**src/rtl/viterbi_pkg.sv**
```systemverilog
// Purpose: shared constants, types and trellis helpers for the Viterbi ACS stage.
// Latency: n/a (package only).
// Backpressure: n/a (package only).
package viterbi_pkg;

    localparam int K       = 5;
    localparam int NS      = 1 << (K - 1);
    localparam int PM_W    = 6;
    localparam int PM_INIT = 16;

    // Generators in octal; bit K-1 taps the current input bit u.
    localparam logic [K-1:0] G0_OCT = 5'o23;
    localparam logic [K-1:0] G1_OCT = 5'o35;

    typedef logic [PM_W-1:0] pm_t;
    typedef logic [K-2:0]    state_t;

    // Expected code symbol {g0, g1} when leaving 'state' with input bit 'u'.
    function automatic logic [1:0] exp_sym(input state_t state, input logic u);
        logic [K-1:0] r;
        r = {u, state};
        return {^(r & G0_OCT), ^(r & G1_OCT)};
    endfunction

    // Modulo "a < b": valid because metric spread stays below 2^(PM_W-1).
    function automatic logic pm_lt(input pm_t a, input pm_t b);
        pm_t d;
        d = a - b;
        return d[PM_W-1];
    endfunction

endpackage

```
**src/rtl/viterbi_acs_unit_if.sv**
```systemverilog
// Purpose: symbol-in / decision-out handshake bundle of the ACS stage.
// Latency: n/a (signal bundle).
// Backpressure: in_ready driven by the ACS; out_ready driven by the traceback side.
// Ports: master = symbol source + traceback sink view, slave = ACS view.
interface viterbi_acs_unit_if;
    import viterbi_pkg::*;

    logic           in_valid;
    logic           in_ready;
    logic           in_start;
    logic [1:0]     rx_sym;
    logic           out_valid;
    logic           out_ready;
    logic           out_start;
    logic [NS-1:0]  surv;
    state_t         best_state;

    modport master (
        output in_valid, in_start, rx_sym, out_ready,
        input  in_ready, out_valid, out_start, surv, best_state
    );

    modport slave (
        input  in_valid, in_start, rx_sym, out_ready,
        output in_ready, out_valid, out_start, surv, best_state
    );

endinterface

```
**src/rtl/viterbi_acs_butterfly.sv**
```systemverilog
// Purpose: one radix-2 ACS butterfly: predecessors {p,0},{p,1} -> next states {0,p},{1,p}.
// Latency: combinational.
// Backpressure: none (pure datapath, parent owns the handshake).
// Ports: i_pm0/i_pm1 old metrics of {p,0}/{p,1}; i_bm*_u* branch metrics per
//        predecessor and input bit; o_pm_u*/o_surv_u* new metric and decision
//        for next state {u,p}.
module viterbi_acs_butterfly
    import viterbi_pkg::*;
(
    input  pm_t        i_pm0,
    input  pm_t        i_pm1,
    input  logic [1:0] i_bm0_u0,
    input  logic [1:0] i_bm1_u0,
    input  logic [1:0] i_bm0_u1,
    input  logic [1:0] i_bm1_u1,
    output pm_t        o_pm_u0,
    output logic       o_surv_u0,
    output pm_t        o_pm_u1,
    output logic       o_surv_u1
);

    pm_t w_c0_u0, w_c1_u0, w_c0_u1, w_c1_u1;

    assign w_c0_u0 = i_pm0 + {{(PM_W-2){1'b0}}, i_bm0_u0};
    assign w_c1_u0 = i_pm1 + {{(PM_W-2){1'b0}}, i_bm1_u0};
    assign w_c0_u1 = i_pm0 + {{(PM_W-2){1'b0}}, i_bm0_u1};
    assign w_c1_u1 = i_pm1 + {{(PM_W-2){1'b0}}, i_bm1_u1};

    // Odd predecessor wins only when strictly better, so ties give surv = 0.
    assign o_surv_u0 = pm_lt(w_c1_u0, w_c0_u0);
    assign o_surv_u1 = pm_lt(w_c1_u1, w_c0_u1);
    assign o_pm_u0   = o_surv_u0 ? w_c1_u0 : w_c0_u0;
    assign o_pm_u1   = o_surv_u1 ? w_c1_u1 : w_c0_u1;

endmodule

```
**src/rtl/viterbi_acs_unit.sv**
```systemverilog
// Purpose: branch metric + add-compare-select over all NS states, one symbol per accept.
// Latency: 1 cycle from accept to out_valid; full throughput (1 symbol/clock).
// Backpressure: in_ready = !out_valid | out_ready; metrics and outputs hold while stalled.
// Ports: clk, rst (sync active-high); bus = slave side of viterbi_acs_unit_if
//        carrying the symbol input handshake and the survivor/best-state output.
module viterbi_acs_unit
    import viterbi_pkg::*;
(
    input  logic                 clk,
    input  logic                 rst,
    viterbi_acs_unit_if.slave    bus
);

    pm_t           r_pm [NS];
    logic          r_out_valid;
    logic          r_out_start;
    logic [NS-1:0] r_surv;
    state_t        r_best;

    pm_t           w_pm_init [NS];
    pm_t           w_pm_old  [NS];
    pm_t           w_pm_new  [NS];
    logic [1:0]    w_bm      [NS][2];
    logic [NS-1:0] w_surv;
    state_t        w_best;
    logic          w_in_ready;
    logic          w_accept;

    assign w_in_ready = !r_out_valid || bus.out_ready;
    assign w_accept   = bus.in_valid && w_in_ready;

    // A frame start restarts from the initial metrics instead of the stored ones.
    always_comb begin
        for (int s = 0; s < NS; s++) begin
            w_pm_init[s] = (s == 0) ? '0 : pm_t'(PM_INIT);
            w_pm_old[s]  = bus.in_start ? w_pm_init[s] : r_pm[s];
        end
    end

    // Hamming distance between the received symbol and each branch label.
    always_comb begin
        logic [1:0] d;
        for (int s = 0; s < NS; s++) begin
            for (int u = 0; u < 2; u++) begin
                d           = bus.rx_sym ^ exp_sym(state_t'(s), u[0]);
                w_bm[s][u]  = {1'b0, d[1]} + {1'b0, d[0]};
            end
        end
    end

    for (genvar p = 0; p < NS/2; p++) begin : g_bfly
        viterbi_acs_butterfly u_bfly (
            .i_pm0     (w_pm_old[2*p]),
            .i_pm1     (w_pm_old[2*p+1]),
            .i_bm0_u0  (w_bm[2*p][0]),
            .i_bm1_u0  (w_bm[2*p+1][0]),
            .i_bm0_u1  (w_bm[2*p][1]),
            .i_bm1_u1  (w_bm[2*p+1][1]),
            .o_pm_u0   (w_pm_new[p]),
            .o_surv_u0 (w_surv[p]),
            .o_pm_u1   (w_pm_new[p+NS/2]),
            .o_surv_u1 (w_surv[p+NS/2])
        );
    end

    // Pairwise minimum tree. The left operand always carries the lower
    // indices, so keeping it on a tie yields the lowest-index minimum.
    always_comb begin
        state_t t_idx [K][NS];
        pm_t    t_val [K][NS];
        for (int l = 0; l < K; l++) begin
            for (int i = 0; i < NS; i++) begin
                t_idx[l][i] = '0;
                t_val[l][i] = '0;
            end
        end
        for (int i = 0; i < NS; i++) begin
            t_idx[0][i] = state_t'(i);
            t_val[0][i] = w_pm_new[i];
        end
        for (int l = 0; l < K-1; l++) begin
            for (int i = 0; i < NS/2; i++) begin
                if (i < (NS >> (l+1))) begin
                    if (pm_lt(t_val[l][2*i+1], t_val[l][2*i])) begin
                        t_idx[l+1][i] = t_idx[l][2*i+1];
                        t_val[l+1][i] = t_val[l][2*i+1];
                    end else begin
                        t_idx[l+1][i] = t_idx[l][2*i];
                        t_val[l+1][i] = t_val[l][2*i];
                    end
                end
            end
        end
        w_best = t_idx[K-1][0];
    end

    always_ff @(posedge clk) begin
        if (rst) begin
            for (int s = 0; s < NS; s++) begin
                r_pm[s] <= (s == 0) ? '0 : pm_t'(PM_INIT);
            end
            r_out_valid <= 1'b0;
            r_out_start <= 1'b0;
            r_surv      <= '0;
            r_best      <= '0;
        end else if (w_accept) begin
            for (int s = 0; s < NS; s++) begin
                r_pm[s] <= w_pm_new[s];
            end
            r_out_valid <= 1'b1;
            r_out_start <= bus.in_start;
            r_surv      <= w_surv;
            r_best      <= w_best;
        end else if (bus.out_ready) begin
            r_out_valid <= 1'b0;
        end
    end

    assign bus.in_ready   = w_in_ready;
    assign bus.out_valid  = r_out_valid;
    assign bus.out_start  = r_out_start;
    assign bus.surv       = r_surv;
    assign bus.best_state = r_best;

endmodule

```
**src/flat_wrapper.sv**
```systemverilog
// flat-port wrapper written by rule: the top's interface ports become plain ports
module viterbi_acs_unit_flat import viterbi_pkg::*;
  (clk, rst, bus_in_valid, bus_in_start, bus_rx_sym, bus_out_ready, bus_in_ready, bus_out_valid, bus_out_start, bus_surv, bus_best_state);
  viterbi_acs_unit_if bus_i ();
  input  logic clk;
  input  logic rst;
  input wire logic [$bits(bus_i.in_valid)-1:0] bus_in_valid;
  input wire logic [$bits(bus_i.in_start)-1:0] bus_in_start;
  input wire logic [$bits(bus_i.rx_sym)-1:0] bus_rx_sym;
  input wire logic [$bits(bus_i.out_ready)-1:0] bus_out_ready;
  output wire logic [$bits(bus_i.in_ready)-1:0] bus_in_ready;
  output wire logic [$bits(bus_i.out_valid)-1:0] bus_out_valid;
  output wire logic [$bits(bus_i.out_start)-1:0] bus_out_start;
  output wire logic [$bits(bus_i.surv)-1:0] bus_surv;
  output wire logic [$bits(bus_i.best_state)-1:0] bus_best_state;
  assign bus_i.in_valid = bus_in_valid;
  assign bus_i.in_start = bus_in_start;
  assign bus_i.rx_sym = bus_rx_sym;
  assign bus_i.out_ready = bus_out_ready;
  assign bus_in_ready = bus_i.in_ready;
  assign bus_out_valid = bus_i.out_valid;
  assign bus_out_start = bus_i.out_start;
  assign bus_surv = bus_i.surv;
  assign bus_best_state = bus_i.best_state;
  viterbi_acs_unit u_core (.clk(clk), .rst(rst), .bus(bus_i));
endmodule
```
**config.mk**
```make
export PLATFORM = sky130hd
export DESIGN_NAME = viterbi_acs_unit_flat
export DESIGN_NICKNAME = d
export VERILOG_FILES = /design/src/rtl/viterbi_pkg.sv /design/src/rtl/viterbi_acs_unit_if.sv /design/src/rtl/viterbi_acs_butterfly.sv /design/src/rtl/viterbi_acs_unit.sv /design/src/flat_wrapper.sv
export SDC_FILE = /design/constraint.sdc
export NUM_CORES = 1
export LEC_CHECK = 0
export ABC_AREA = 1
export CAP_MARGIN = 20
export CORE_MARGIN = 2
export CORE_UTILIZATION = 55
export DETAILED_ROUTE_END_ITERATION = 8
export GPL_ROUTABILITY_DRIVEN = 0
export PLACE_DENSITY_LB_ADDON = 0.08
export SLEW_MARGIN = 15
export SYNTH_ARGS = -nofsm -noshare
export SYNTH_HDL_FRONTEND = slang
export SYNTH_SLANG_ARGS = --single-unit
```
**constraint.sdc**
```tcl
create_clock -name clk -period 8.83 [get_ports clk]
set_input_delay 0.883 -clock clk [delete_from_list [all_inputs] [get_ports clk]]
set_output_delay 0.883 -clock clk [all_outputs]
set_load 0.1 [all_outputs]
```
# Word level (Yosys, flattened, before mapping)
# Memory sizes are Yosys's and may differ from the RTL's.
# Cells that the tools add are included.
classes:
  n_mux: 84
  bitwise: 19
  reduce_logical: 4
  add_sub_neg: 67
op_table:
  columns: ["op", "n"]
  rows:
  - ["two-way mux 6 bit", 62]
  - ["adder 6 x 2 -> 6 bit", 32]
  - ["subtractor 6 bit", 31]
  - ["two-way mux 4 bit", 4]
  - ["OR 1 bit", 16]
  - ["two-way mux 1 bit", 15]
  - ["adder 1 x 1 -> 2 bit", 4]
  - ["two-way mux 2 bit", 2]
  - ["two-way mux 3 bit", 1]
  - ["NOT 1 bit", 2]
  - ["NOT 2 bit", 1]
  - ["nonzero test 2 bit", 1]
  - ["logical AND 1 bit", 1]
  - ["logical NOT 1 bit", 1]
  - ["logical OR 1 bit", 1]
totals:
  mem_count: 1
  ff_bits: 22
  wordCells: 179
  inputBits: 7
  ramBits: 96
mem_list:
  columns: ["name", "depth", "word_bits", "rd", "rd_clocked_by_memory_dff", "wr", "line", "rtl"]
  rows:
  - ["u_core.r_pm", 16, 6, 16, 0, 16, "viterbi_acs_unit.sv:14", "pm_t r_pm [NS];"]

# Logic depth before layout (Yosys ltp)
logic_depth:
  word_depth: 13
  ltp_mapped: 68
  ltp_nobuf: 65

# Hierarchy
# A second synthesis with hierarchy kept.
hier_totals:
  cells_unflattened: 2763
  area_unflattened_um2: 17860.9
by_module_without_submodules:
  columns: ["mod", "area_per_inst_um2", "cells_each", "n_inst"]
  rows:
  - ["viterbi_acs_unit", 8151.6, 1103, 1]
  - ["viterbi_acs_butterfly (u_core.g_bfly[3].u_bfly ...)", 1194.9, 206, 5]
  - ["viterbi_acs_butterfly (u_core.g_bfly[0].u_bfly ...)", 1244.9, 210, 3]

# Worst setup path after synthesis
# No wires, ideal clock.
synth_timing:
  path_kind: "input port to flip-flop"
  start: "in bus_in_start"
  end: "reg u_core.r_best[2], in the netlist u_core.bus.best_state[2]"
  t_required_ps: 8715
  stages: 53
  arrival_ps: 8515
  path_buffers: 7
  path_slack_ps: 199
  cell_sequence: "buf_6 -> buf_6 -> buf_2 -> buf_1 -> nor2_1 -> ha_1 -> ha_1 -> ha_1 -> a21oi_1 -> o21ai_0 -> nand3_1 -> nand2_1 -> nand2_1 -> or2_4 -> nand2_2 -> buf_6 -> nand2_1 -> o21ai_0 -> [17 not listed] -> nor2_1 -> a211oi_1 -> nand2_2 -> nand2_2 -> nand2_1 -> inv_2 -> buf_2 -> nand2_1 -> o21ai_0 -> ha_1 -> a21oi_1 -> nor2_1 -> a211oi_1 -> nand2_1 -> nand2_1 -> nand3_1 -> nand3_1 -> nand2_1"
synth_between:
  elab_chain_len: 12
synth_lines:
  columns: ["element", "line", "rtl"]
  rows:
  - ["start: declaration", "flat_wrapper.sv:8", "input wire logic [$bits(bus_i.in_start)-1:0] bus_in_start;"]
  - ["two-way mux 6 bit", "viterbi_acs_unit.sv:36", "w_pm_old[s] = bus.in_start ? w_pm_init[s] : r_pm[s];"]
  - ["adder 6 x 2 -> 6 bit, on equally long branches", "viterbi_acs_butterfly.sv:25, viterbi_acs_butterfly.sv:24", null]
  - ["subtractor 6 bit", "viterbi_pkg.sv:28", "d = a - b;"]
  - ["two-way mux 6 bit (*)", "viterbi_acs_butterfly.sv:32", "assign o_pm_u0 = o_surv_u0 ? w_c1_u0 : w_c0_u0;"]
  - ["named net u_core.g_bfly[7].u_bfly.o_pm_u0[4]", "viterbi_acs_butterfly.sv:16", "output pm_t o_pm_u0,"]
  - ["subtractor 6 bit", "viterbi_pkg.sv:28", null]
  - ["two-way mux 6 bit (*)", "viterbi_acs_unit.sv:84", "if (pm_lt(t_val[l][2*i+1], t_val[l][2*i])) begin"]
  - ["subtractor 6 bit", "viterbi_pkg.sv:28", null]
  - ["two-way mux 6 bit (*)", "viterbi_acs_unit.sv:84", null]
  - ["subtractor 6 bit", "viterbi_pkg.sv:28", null]
  - ["two-way mux 6 bit", "viterbi_acs_unit.sv:84", null]
  - ["subtractor 6 bit", "viterbi_pkg.sv:28", null]
  - ["two-way mux 4 bit (*)", "viterbi_acs_unit.sv:84", null]
  - ["end signal: assignment", "viterbi_acs_unit.sv:113", "r_best <= w_best;"]
  - ["end: declaration", "viterbi_acs_unit.sv:18", "state_t r_best;"]
# The timed path passes the listed nets; every way through them passes the cells marked *.
# A chain may end at the register's enable or synchronous reset.

# Worst setup path after layout
layout_timing:
  start: "in bus_rx_sym[0]"
  end: "reg u_core.r_best[2], in the netlist u_core.bus.best_state[2]"
layout_between:
  elab_chain_len: 13
layout_lines:
  columns: ["element", "line", "rtl"]
  rows:
  - ["start: declaration", "flat_wrapper.sv:9", "input wire logic [$bits(bus_i.rx_sym)-1:0] bus_rx_sym;"]
  - ["NOT 1 bit (no source line) or NOT 2 bit (tied branches)", null, null]
  - ["adder 1 x 1 -> 2 bit", "viterbi_acs_unit.sv:46", "w_bm[s][u] = {1'b0, d[1]} + {1'b0, d[0]};"]
  - ["adder 6 x 2 -> 6 bit, on equally long branches", null, null]
  - ["subtractor 6 bit", "viterbi_pkg.sv:28", null]
  - ["two-way mux 6 bit, on equally long branches", "viterbi_acs_butterfly.sv:33, viterbi_acs_butterfly.sv:32", null]
  - ["subtractor 6 bit", "viterbi_pkg.sv:28", null]
  - ["two-way mux 6 bit", "viterbi_acs_unit.sv:84", null]
  - ["subtractor 6 bit", "viterbi_pkg.sv:28", null]
  - ["two-way mux 6 bit", "viterbi_acs_unit.sv:84", null]
  - ["subtractor 6 bit", "viterbi_pkg.sv:28", null]
  - ["two-way mux 6 bit", "viterbi_acs_unit.sv:84", null]
  - ["subtractor 6 bit", "viterbi_pkg.sv:28", null]
  - ["two-way mux 4 bit (*)", "viterbi_acs_unit.sv:84", null]
# Every way passes the cells marked *; elsewhere a longest branch is shown, timed or not.

==> flow_metrics.env <==
export IMPL_status="finished clean"
export IMPL_worst_slew_pin_slew_ns=0.997
export IMPL_cts_htree_levels=4
export IMPL_syn_instance_count=2477
export IMPL_max_clock_path_buffers=2
export IMPL_synth_seq_area_share_pct=21.4
export IMPL_grt_busiest_layer="met2"
export IMPL_postPlaceCellArea_um2=19300
export IMPL_slew_violations=0
export IMPL_drt_first_pass_iters=6
export IMPL_yosysWarnings=0
export IMPL_regToRegStartpoint="u_core.r_pm[0][1]$_SDFFCE_PN0P_"
export IMPL_antenna_found_initial=1
export IMPL_worst_skew_pair_late_latency_ns=0.44
export IMPL_num_vias=17700
export IMPL_leading_cell_type_in_the_layout_fill_and_taps_excluded="sky130_fd_sc_hd__nand2_1"
export IMPL_synth_flop_type="sky130_fd_sc_hd__edfxtp_1"
export IMPL_hold_path_class="flip-flop to flip-flop"
export IMPL_wire_per_inst_um=15.8
export IMPL_route_detailed_vias_per_inst=5.31
export IMPL_area_delta_synth_final_pct=33.1
export IMPL_ys_async_sr_fraction_pct=0
export IMPL_netlist_area_um2=15500
export IMPL_path_buf_inv=15
export IMPL_numClockSinks=118
export IMPL_number_of_global_route_vias_before_repair=16200
export IMPL_dpl_cell_count=3283
export IMPL_average_instance_area_after_synthesis_um2=6.26
export IMPL_nets=3075
export IMPL_cpLargestDelayFamily="simple AND/OR/NAND/NOR gates"
export IMPL_holdCritStartpoint="u_core.bus.out_start$_SDFFE_PP0P_"
export IMPL_min_period_ns=8.37
export IMPL_synth_cell_types=53
export IMPL_most_prevalent_standard_cell_on_the_critical_path="sky130_fd_sc_hd__nand2_1"
export IMPL_grt_overflow_total=0
export IMPL_global_route_met3_usage_pct=4.62
export IMPL_die_height_um=172
export IMPL_gr_usage_met2_pct=57.5
export IMPL_die_area_um2=29600
export IMPL_crit_path_top_delay_cell="sky130_fd_sc_hd__ha_1"
export IMPL_most_used_cells_in_the_layout_excluding_fill_and_tap_cells="806 x sky130_fd_sc_hd__nand2_1, 442 x sky130_fd_sc_hd__buf_4, 365 x sky130_fd_sc_hd__inv_1, 207 x sky130_fd_sc_hd__nand3_1, 178 x sky130_fd_sc_hd__nor2_1"
export IMPL_setup_viol_count_final=0
export IMPL_antenna_cells=0
export IMPL_max_frequency_mhz=119
export IMPL_slowest_delay_ns=0.32
export IMPL_grt_start_max_net_pins=57
export IMPL_core_box_area_um2=27800
export IMPL_criticalPathCategory="input pin to flip-flop"
export IMPL_clkSlewWorstSetupHoldPaths_ns=0.07
export IMPL_setup_slack_ns=0.458
export IMPL_die_w_um=172
export IMPL_hold_viol_final=0
export IMPL_crit_path_start_kind="input pin"
export IMPL_starting_utilization_of_the_core_area_pct=55.8
export IMPL_cap_violations=0
export IMPL_core_rowCount=61
export IMPL_globalRouteMet1Util_pct=47.1
export IMPL_crit_path_max_fanout=8
export IMPL_min_period_over_period_pct=94.8
export IMPL_cts_hold_buffers=0
export IMPL_postSynthRegisterBits=118
export IMPL_tns_ns=0
export IMPL_drc=0
export IMPL_number_of_non_filler_instances_in_the_completed_layout=3334
export IMPL_all_layer_gr_usage_pct=35.0
export IMPL_clock_skew_final_ns=0.0124
export IMPL_port_buffer_count=29
export IMPL_detail_route_iter0_violations=1634
export IMPL_cts_tree="done"
export IMPL_layout_cell_area_non_filler_um2=20600
export IMPL_worst_setup_path_startpoint="bus_rx_sym[0]"
export IMPL_ctsRootBufferMaster="sky130_fd_sc_hd__clkbuf_16"
export IMPL_antenna_left=0
export IMPL_worst_case_setup_slack_after_placement_ns=-0.816
export IMPL_synthesis_nets=2609
export IMPL_critPathCaptureType="flip-flop"
export IMPL_maxSlewHeadroom_pct=33.3
export IMPL_drt_total_wl_um=52600
export IMPL_cp_data_arrival_time_ns=8.69
export IMPL_synth_enable_flop_cells=96
export IMPL_dp_hpwl_um=41000
export IMPL_io_pin_count=30
export IMPL_grt_first_pass_wirelength_um=81000
export IMPL_critical_path_required_ns=9.15
export IMPL_fillerInstances=2302
export IMPL_tritoncts_num_buffers=17
export IMPL_fraction_of_layout_cells_with_a_size_suffix_above_1_pct=27.3
==> area by class of cell <==
cell class | count | area, um2 | share of cell area, %
multi-input combinational | 1910 | 10900 | 52.7
timing repair buffer | 481 | 3760 | 18.2
sequential | 118 | 3320 | 16.1
inverter | 412 | 1570 | 7.59
clock buffer | 24 | 492 | 2.38
tap | 378 | 473 | 2.29
clock inverter | 8 | 120 | 0.582
timing repair inverter | 3 | 22.5 | 0.109
==> cell families after synthesis <==
group / after synthesis / synth area share, %
AND/OR/NAND/NOR: 1416 / 40.5
buffers and inverters: 452 / 12.1
AO/OA/AOI/OAI: 254 / 9.34
adder cells (fa/ha/maj): 125 / 10.1
flip-flops: 118 / 21.4
XOR/XNOR: 112 / 6.57
==> synthesized netlist by cell type (29+ instances only) <==
master | count | area (um2)
sky130_fd_sc_hd__a21oi_1 | 50 | 250
sky130_fd_sc_hd__xor2_1 | 96 | 841
sky130_fd_sc_hd__nand3_1 | 218 | 1090
sky130_fd_sc_hd__nand2_1 | 833 | 3130
sky130_fd_sc_hd__nand2_2 | 74 | 463
sky130_fd_sc_hd__ha_1 | 125 | 1560
sky130_fd_sc_hd__inv_1 | 379 | 1420
sky130_fd_sc_hd__edfxtp_1 | 96 | 2880
sky130_fd_sc_hd__o21ai_1 | 29 | 145
sky130_fd_sc_hd__nand3_2 | 32 | 320
sky130_fd_sc_hd__o21ai_0 | 121 | 606
sky130_fd_sc_hd__nor2_1 | 181 | 679
==> worst register-to-register path, delay by kind of cell, from the launching register on <==
kind | cells | cell delay, ns
AND/OR/NAND/NOR | 31 | 2.70
AO/OA/AOI/OAI | 13 | 1.79
adder cells (fa/ha/maj) | 6 | 1.48
buffers and inverters | 11 | 1.28
flip-flops | 1 | 0.39
==> per-layer routing <==
layer  part of all wire, %  vias to the layer above
li1                      -                     8799
met1                    43                     8027
met2                    46                      725
met3                   7.8                      146
met4                   3.5                        2
met5                 0.019                        -
==> worst paths after layout <==
check / to / slack, ns / cells past startpoint
setup / recovery: u_core.bus.best_state[2]$_SDFFE_PP0P_ / 0.46 / 62
hold / removal: u_core.bus.out_start$_SDFFE_PP0P_ / 0.46 / 2
setup reg to reg: u_core.bus.best_state[2]$_SDFFE_PP0P_ / 1.07 / 61
hold reg to reg: u_core.bus.out_start$_SDFFE_PP0P_ / 0.46 / 2
==> metrics by stage <==
step | hold slack (ns) | utilization (%)
final | 0.459 | 74.3
after global routing | 0.487 | 74.3
after CTS | 0.462 | 71.9
after detailed placement | 0.446 | 69.5
after global placement | 0.437 | 69.5
after floorplan | 0.766 | -
==> what timing repair did <==
item                                    4_1_cts  5_1_grt
setup buffers                                 0       13
cloned                                        0        6
endpoints found under the setup margin        4        4
gates resized for setup                      39      163
pin swaps                                     0       33
==> state kept, by name, summed over array words and instances (netlist names) <==
| register | count |
|---|---|
| u_core.bus.best_state | 4 |
| u_core.bus.out_start | 1 |
| u_core.bus.out_valid | 1 |
| u_core.bus.surv | 16 |
| u_core.r_pm | 96 |
Power is left out: the tool's default activity adds up to more than one toggle a clock period on the data nets, which glitch-free logic cannot reach.
